--- src/rtl/rf_pkg.sv ---
// Shared register-file definitions for the write-back path and the operand read mux.
package rf_pkg;
  localparam int RF_WIDTH = 16;
  localparam int NUM_REGS = 8;
  localparam logic [2:0] PC_IDX = 3'd7;

  // Write-back FSM: IDLE accepts a request, COMMIT writes it the following edge.
  typedef enum logic {
    IDLE   = 1'b0,
    COMMIT = 1'b1
  } wb_state_e;
endpackage

--- src/rtl/wb_decoder3to8.sv ---
// 3-bit register index to one-hot enable, gated by en.
module wb_decoder3to8 (
  input  logic       en,
  input  logic [2:0] idx,
  output logic [7:0] oh
);
  // One bit set when enabled, all zero otherwise.
  always_comb begin
    oh = '0;
    if (en) oh[idx] = 1'b1;
  end
endmodule

--- src/rtl/demux16_1to8_wb.sv ---
// Write-back demux and R0..R7 bank: two-cycle accept/commit, R7 doubles as the PC,
// plus a pending scoreboard of claimed-but-uncommitted destinations.
module demux16_1to8_wb
  import rf_pkg::*;
#(
  parameter int             WIDTH     = RF_WIDTH,
  parameter int             PC_STEP   = 1,
  parameter logic [WIDTH-1:0] RESET_VAL = '0
) (
  input  logic             clk,
  input  logic             rst_n,
  input  logic             wr_valid,
  output logic             wr_ready,
  input  logic [2:0]       wr_addr,
  input  logic [WIDTH-1:0] wr_data,
  input  logic             claim_valid,
  input  logic [2:0]       claim_addr,
  input  logic             pc_inc,
  output logic [WIDTH-1:0] reg0,
  output logic [WIDTH-1:0] reg1,
  output logic [WIDTH-1:0] reg2,
  output logic [WIDTH-1:0] reg3,
  output logic [WIDTH-1:0] reg4,
  output logic [WIDTH-1:0] reg5,
  output logic [WIDTH-1:0] reg6,
  output logic [WIDTH-1:0] reg7,
  output logic [7:0]       pending
);
  typedef struct packed {
    logic [2:0]       addr;
    logic [WIDTH-1:0] data;
  } wb_req_t;

  wb_state_e                        state;
  wb_req_t                          hold;
  logic [NUM_REGS-1:0][WIDTH-1:0]   rf;
  logic [NUM_REGS-1:0]              commit_oh;
  logic [NUM_REGS-1:0]              claim_oh;

  assign wr_ready = (state == IDLE);

  wb_decoder3to8 u_dec_commit (
    .en  (state == COMMIT),
    .idx (hold.addr),
    .oh  (commit_oh)
  );

  wb_decoder3to8 u_dec_claim (
    .en  (claim_valid),
    .idx (claim_addr),
    .oh  (claim_oh)
  );

  // Accept in IDLE, commit unconditionally on the next edge; inputs ignored in COMMIT.
  always_ff @(posedge clk or negedge rst_n) begin
    if (!rst_n) begin
      state <= IDLE;
      hold  <= '0;
    end else if (state == IDLE) begin
      if (wr_valid) begin
        hold  <= '{addr: wr_addr, data: wr_data};
        state <= COMMIT;
      end
    end else begin
      state <= IDLE;
    end
  end

  // Per-register update; a commit to the PC register overrides the increment.
  for (genvar i = 0; i < NUM_REGS; i++) begin : g_reg
    localparam bit IS_PC = (i == int'(PC_IDX));
    always_ff @(posedge clk or negedge rst_n) begin
      if (!rst_n)                rf[i] <= RESET_VAL;
      else if (commit_oh[i])     rf[i] <= hold.data;
      else if (IS_PC && pc_inc)  rf[i] <= rf[i] + WIDTH'(PC_STEP);
    end
  end

  // Commit clears, claim sets; a same-index claim is newer so it wins.
  always_ff @(posedge clk or negedge rst_n) begin
    if (!rst_n) pending <= '0;
    else        pending <= (pending & ~commit_oh) | claim_oh;
  end

  assign reg0 = rf[0];
  assign reg1 = rf[1];
  assign reg2 = rf[2];
  assign reg3 = rf[3];
  assign reg4 = rf[4];
  assign reg5 = rf[5];
  assign reg6 = rf[6];
  assign reg7 = rf[7];
endmodule

--- config.mk ---
export PLATFORM = sky130hd
export DESIGN_NAME = demux16_1to8_wb
export DESIGN_NICKNAME = d
export VERILOG_FILES = /design/src/rtl/rf_pkg.sv /design/src/rtl/wb_decoder3to8.sv /design/src/rtl/demux16_1to8_wb.sv
export SDC_FILE = /design/constraint.sdc
export NUM_CORES = 1
export LEC_CHECK = 0
export ABC_AREA = 1
export CAP_MARGIN = 15
export CORE_ASPECT_RATIO = 0.75
export CORE_MARGIN = 8
export CORE_UTILIZATION = 52
export CTS_CLUSTER_DIAMETER = 120
export CTS_CLUSTER_SIZE = 10
export DETAILED_ROUTE_END_ITERATION = 10
export GPL_TIMING_DRIVEN = 0
export PLACE_DENSITY = 0.83
export SYNTH_ARGS = -nofsm -noshare
export SYNTH_HDL_FRONTEND = slang
export SYNTH_SLANG_ARGS = --single-unit
export TNS_END_PERCENT = 50
--- constraint.sdc ---
create_clock -name clk -period 2.45 [get_ports clk]
set_input_delay 0.49 -clock clk [delete_from_list [all_inputs] [get_ports clk]]
set_output_delay 0.49 -clock clk [all_outputs]
set_load 0.02 [all_outputs]
* Word-level counts from Yosys, hierarchy flattened
Index checks and enable logic that the tools add are counted.
** Word-level totals
- Word-level logic and storage cells :: 35
- Input port bits :: 27
- Register bits :: 156
- Output and inout bits :: 137
** Operators by class
- $lt $le $gt $ge :: 4
- Add/sub/neg operators :: 1
- Multiplexer cells :: 10
- Bitwise logic cells :: 4
- Reductions and logical operators :: 4
** Operators by type and width (count)
- 16-bit two-way mux :: 2
- 16-bit by 1-bit adder with 16-bit output, second input constant :: 1
- 8-bit two-way mux :: 2
- 8-bit AND :: 1
- 3-bit by 4-bit less-than comparator with 1-bit output, second input constant :: 2
- 8-bit inverter :: 1
- 8-bit bitwise OR :: 1
- 1-bit demux with 3-bit select :: 2
- 3-bit by 1-bit greater-or-equal comparator with 1-bit output, second input constant :: 2
- 1-bit two-way mux :: 4
- 1-bit logical AND :: 2
- 2-bit AND reduction :: 1
- 2-bit nonzero test :: 1
- 1-bit inverter :: 1

* Longest topological paths before layout
- Depth after elaboration :: 8
- Gate-level depth with buffers :: 8
- Mapped depth without buffers :: 7

* Hierarchy
Synthesis repeated with hierarchy kept, for this count alone.
** Unflattened totals
- Cells, all modules :: 517
- Area total of the unflattened synthesis :: 6361.1 µm²
** Modules (own cells, without submodules)
- demux16_1to8_wb :: times used 1, seq. area each 3903.7 µm², cells each 483, area each 6233.5 µm²
- wb_decoder3to8 :: times used 2, seq. area each 0.0 µm², cells each 17, area each 63.8 µm²

* Worst setup path after synthesis
OpenSTA, ideal clock, no wires.
- Path kind :: register -> register
- Start point :: reg rf, in the netlist reg7[0]
- End point :: reg rf, in the netlist reg7[8]
- Required time :: 2.334 ns
- Buffers on the path :: 0
- Library setup time :: 0.116 ns
- Slack :: 1.088 ns
- Period minus slack after synthesis :: 1.362 ns
- Stages on the path, launching flop included :: 8
- Arrival :: 1.245 ns
- Cells stage by stage :: dfrtp_1 -> ha_1 -> nand3_1 -> inv_1 -> nand2_1 -> xor2_1 -> nand2_1 -> nand2_1
** Between the ends
- Word-level cells in the longest chain between the ends :: 3
** RTL lines
- start, declared :: line demux16_1to8_wb.sv:36 : logic [NUM_REGS-1:0][WIDTH-1:0] rf;
- start signal, assigned by index :: line demux16_1to8_wb.sv:74 : else if (commit_oh[i]) rf[i] <= hold.data;
- start signal, assigned by index :: line demux16_1to8_wb.sv:75 : else if (IS_PC && pc_inc) rf[i] <= rf[i] + WIDTH'(PC_STEP);
- 16-bit by 1-bit adder with 16-bit output :: line demux16_1to8_wb.sv:75
- 16-bit two-way mux :: line demux16_1to8_wb.sv:75
- 16-bit two-way mux :: line demux16_1to8_wb.sv:74
No other way between the ends. The select of a mux whose other input is x is not followed.
A chain may end at the register's enable or synchronous reset.

* Worst setup path after layout
- Start point :: reg state
- End point :: out wr_ready
** Between the ends
- Word-level cells in the longest chain between the ends :: 1
** RTL lines
- start, declared :: line demux16_1to8_wb.sv:34 : wb_state_e state;
- start signal, assigned :: line demux16_1to8_wb.sv:57 : state <= IDLE;
- start signal, assigned :: line demux16_1to8_wb.sv:62 : state <= COMMIT;
- start signal, assigned :: line demux16_1to8_wb.sv:65 : state <= IDLE;
- 1-bit inverter (no source line)
- end, declared :: line demux16_1to8_wb.sv:13 : output logic wr_ready,
No other way between the ends.

==> summary.txt <==
CLOCK NETWORK
------------------------------------------------------------------------------------------------------
# resized after CTS                                                                                  0
Clk sinks                                                                                          156
Insertion delay of the later-clocked pin in the worst-skew pair                                0.42 ns
Buffers inserted during post-CTS setup optimization                                                  0
CTS hold repair buffers                                                                              0
CTS tree                                                                                         built
Clock transition at the register clock pins on the worst setup and hold paths after CTS        0.07 ns
H-tree levels                                                                                        4
Longest Clk Path Bufs                                                                                2
TritonCTS Buffers                                                                                   17
Root Buffer Master                                                                        sky130_fd_sc_hd__clkbuf_16

GRT
------------------------------------------------------------------------------------------------------
Largest net degree at the start of global routing                                                   82
First-pass GRT wire length                                                                     30.7 mm
Initial antenna violation count                                                                      0
GRT Residual Overflow                                                                                0
Via count of the first global-routing pass                                                       5,691
Total routing usage reported by global routing                                                   26.1%

WORST SETUP PATH
------------------------------------------------------------------------------------------------------
Cell depth of the worst flop-to-flop path                                                            5
Startpoint type of the worst setup path                                                      flip-flop
Endpoint kind of the worst setup timing path                                               output port
Crit path DAT                                                                                  1.61 ns
Worst reg2reg setup slack                                                                      0.77 ns
Largest fanout of any net on the critical path                                                       3
Classification of the worst setup path                                                    flip-flop to output port
Critical Path RT                                                                               1.96 ns
Worst flop-to-flop path startpoint                                                               state
Reg-to-Reg End                                                                                 reg2[1]

TIMING
------------------------------------------------------------------------------------------------------
Setup repair after global routing missed its margin                                                 no
Worst clock skew on the final layout                                                        0.00866 ns
Final critical path time including I/O delays and setup                                        2.10 ns
Headroom to the max-slew limit                                                                   50.1%
Slew of the pin with the lowest slew margin                                                   0.748 ns
Finish-stage setup viols                                                                             0
Achievable clock frequency                                                                     475 MHz
Slack of the critical path                                                                    0.347 ns
Fin. max-slew vios                                                                                   0
Fin crit share                                                                                   85.8%
Number of hold-slack violations in the final timing report                                           0

FLOORPLAN
------------------------------------------------------------------------------------------------------
I/O pin count                                                                                      164
Number of rows created at floorplan                                                                 34
Floorplan die area                                                                        0.0154 sq mm
Die Width                                                                                       141 um
Height of the die                                                                               110 um
Area of the core region                                                                   0.0115 sq mm
Starting density of the core                                                                     52.9%

LAYOUT
------------------------------------------------------------------------------------------------------
Post-layout instance count excluding filler cells                                                  990
Share of post-route cells with drive strength above 1                                            5.79%
Diodes inserted                                                                                      0
Count of filler cells inserted in the layout                                                       799
Top library cells by usage in the layout, fill and taps aside                             sky130_fd_sc_hd__nand2_1, sky130_fd_sc_hd__clkdlybuf4s50_1, sky130_fd_sc_hd__dfrtp_1, sky130_fd_sc_hd__o21ai_0, sky130_fd_sc_hd__inv_1
Nets                                                                                               861
Most common cell after layout, fill and taps aside                                        sky130_fd_sc_hd__nand2_1
Signed area change from the synthesized netlist to the final layout                              40.5%
Register cell area after layout                                                           0.00390 sq mm
Area used by multi-input combinational logic                                              0.00183 sq mm

POWER
------------------------------------------------------------------------------------------------------
Switching power as a share of total power                                                        37.0%
Leak pwr                                                                                       3.94 nW
Share of total power in combinational logic                                                      37.9%
Net load switching power                                                                       4.13 mW
Int Pwr                                                                                        7.03 mW
Worst IR Drop VDD                                                                             0.682 mV
Part of the total power dissipated in the clock network                                          24.9%
Sequential group share of total power                                                            37.2%
P per Cell Area                                                                           1310 mW/mm^2
Final Power                                                                                    11.2 mW

YOSYS
------------------------------------------------------------------------------------------------------
Number of unique standard cell types used by synthesis                                              21
Post-synthesis sequential area ratio                                                             64.2%
Avg Synthesized Cell Area                                                                   9.35 sq um
Synthesized netlist cell count                                                                     650
Cell area after synthesis                                                                 0.00608 sq mm
Warning count from the yosys run                                                                     0
Post-Synthesis Net Count                                                                           678
Register bit total from synthesis                                                                  156

PLACED DESIGN
------------------------------------------------------------------------------------------------------
Port Buf Inserts                                                                                   163
Post-placement cell count                                                                          958
Hpwl dp                                                                                        14.0 mm
Final estimated routing congestion in global placement                                           0.884
Worst setup timing slack at the placement stage                                               0.638 ns

RUN
------------------------------------------------------------------------------------------------------
Max-cap viol count                                                                                   0

DETAILED ROUTING
------------------------------------------------------------------------------------------------------
Number of vias after detailed routing                                                            5,606
ANT nets after route                                                                                 0
Routed wire length                                                                             19.9 mm
Average wire per standard cell                                                                 20.1 um
First-pass iteration count of the detailed router                                                    6
Initial DRC Count                                                                                  580
Remaining design rule violation count                                                                0
Detailed-route vias per instance                                                                  5.66

HOLD PATH
------------------------------------------------------------------------------------------------------
Worst min-delay path category                                                             input port to asynchronous set/reset pin

RUN STATUS
------------------------------------------------------------------------------------------------------
Result of the run                                                                         finished, final reports clean

worst max path at each step:
| stage | start | slack (ns) | to | cells after the start |
|---|---|---|---|---|
| 6_report | state | 0.35 | wr_ready | 2 |
| 5_1_grt | state | 0.31 | wr_ready | 2 |
| 4_1_cts | state | 0.35 | wr_ready | 2 |
| 3_5_place_dp | pc_inc | 0.64 | reg7[0] | 6 |
| 3_3_place_gp | rst_n | -4.96 | reg0[15] | 1 |
| 2_1_floorplan | reg7[0] | 1.09 | reg7[8] | 7 |
power by group through the flow:
stage	registers, mW	logic [mW]	clock network (mW)
2_1_floorplan	5.09	0.867	0
3_3_place_gp	4.11	4.11	0
3_5_place_dp	4.15	4.23	0
4_1_cts	4.13	4.27	2.79
5_1_grt	4.24	4.51	2.90
6_report	4.15	4.23	2.78
logic make-up (layout without fill, tap and decap cells):
group	after synthesis	after routing	synth area share (%)
AND/OR/NAND/NOR	246	246	16.0
AO/OA/AOI/OAI	157	157	13.3
flip-flops	156	156	64.2
buffers and inverters	85	281	5.62
XOR/XNOR	5	5	0.720
adder cells (fa/ha/maj)	1	1	0.206
metal layers:
| layer | wire, um | up-vias | global-route usage [%] | part of all wire (%) |
|---|---|---|---|---|
| met2 | 9120 | 319 | 41.8 | 46 |
| met4 | 432 | 0 | 8.49 | 2.2 |
| met1 | 7970 | 2782 | 32.5 | 40 |
| met3 | 2380 | 34 | 10.1 | 12 |
| met5 | 0 | - | 0 | 0 |
| li1 | - | 2471 | - | - |
stage by stage:
stage	setup TNS (ns)	hold slack [ns]	util, %	area [sq um]
floorplan	0	0.194	-	6080
global placement	-771.60	0.466	68.7	7890
detailed placement	0	0.474	68.9	7920
CTS	0	0.122	74.4	8540
global route	0	0.146	74.4	8540
finish	0	0.0905	74.4	8540
registers in the layout, indices dropped and copies added, names as in the netlist:
signal / cells
hold: 19
pending: 8
reg0: 16
reg1: 16
reg2: 16
reg3: 16
reg4: 16
reg5: 16
reg6: 16
reg7: 16
state: 1
cell usage after synthesis, drive strengths merged:
cell,number,area (sq um)
a21oi,2,10.0
buf,13,71.3
clkbuf,14,52.6
dfrtp,156,3900
ha,1,12.5
inv,58,218
nand2,200,753
nand3,21,105
nand4,5,31.3
nor2,18,70.1
nor3,2,10.0
o211ai,2,15.0
o21ai,143,716
o21bai,1,7.51
o221ai,1,8.76
o22ai,8,50.1
xor2,5,43.8
layout make-up:
type / count / area share [%]
flip-flops and latches: 156 / 45.7
multi-input cells: 409 / 21.5
repair buffers: 164 / 19.4
clock buffers: 18 / 5.14
inverters: 58 / 2.55
clock inverters: 14 / 2.14
well taps: 144 / 2.11
plain buffers: 27 / 1.45
worst max-delay path: stages (launching register included):
cell	delay (ns)
sky130_fd_sc_hd__dfrtp_1	0.39
sky130_fd_sc_hd__inv_1	0.15
sky130_fd_sc_hd__clkdlybuf4s50_1	0.65
Note: power is estimated with default switching activity, not from simulation.
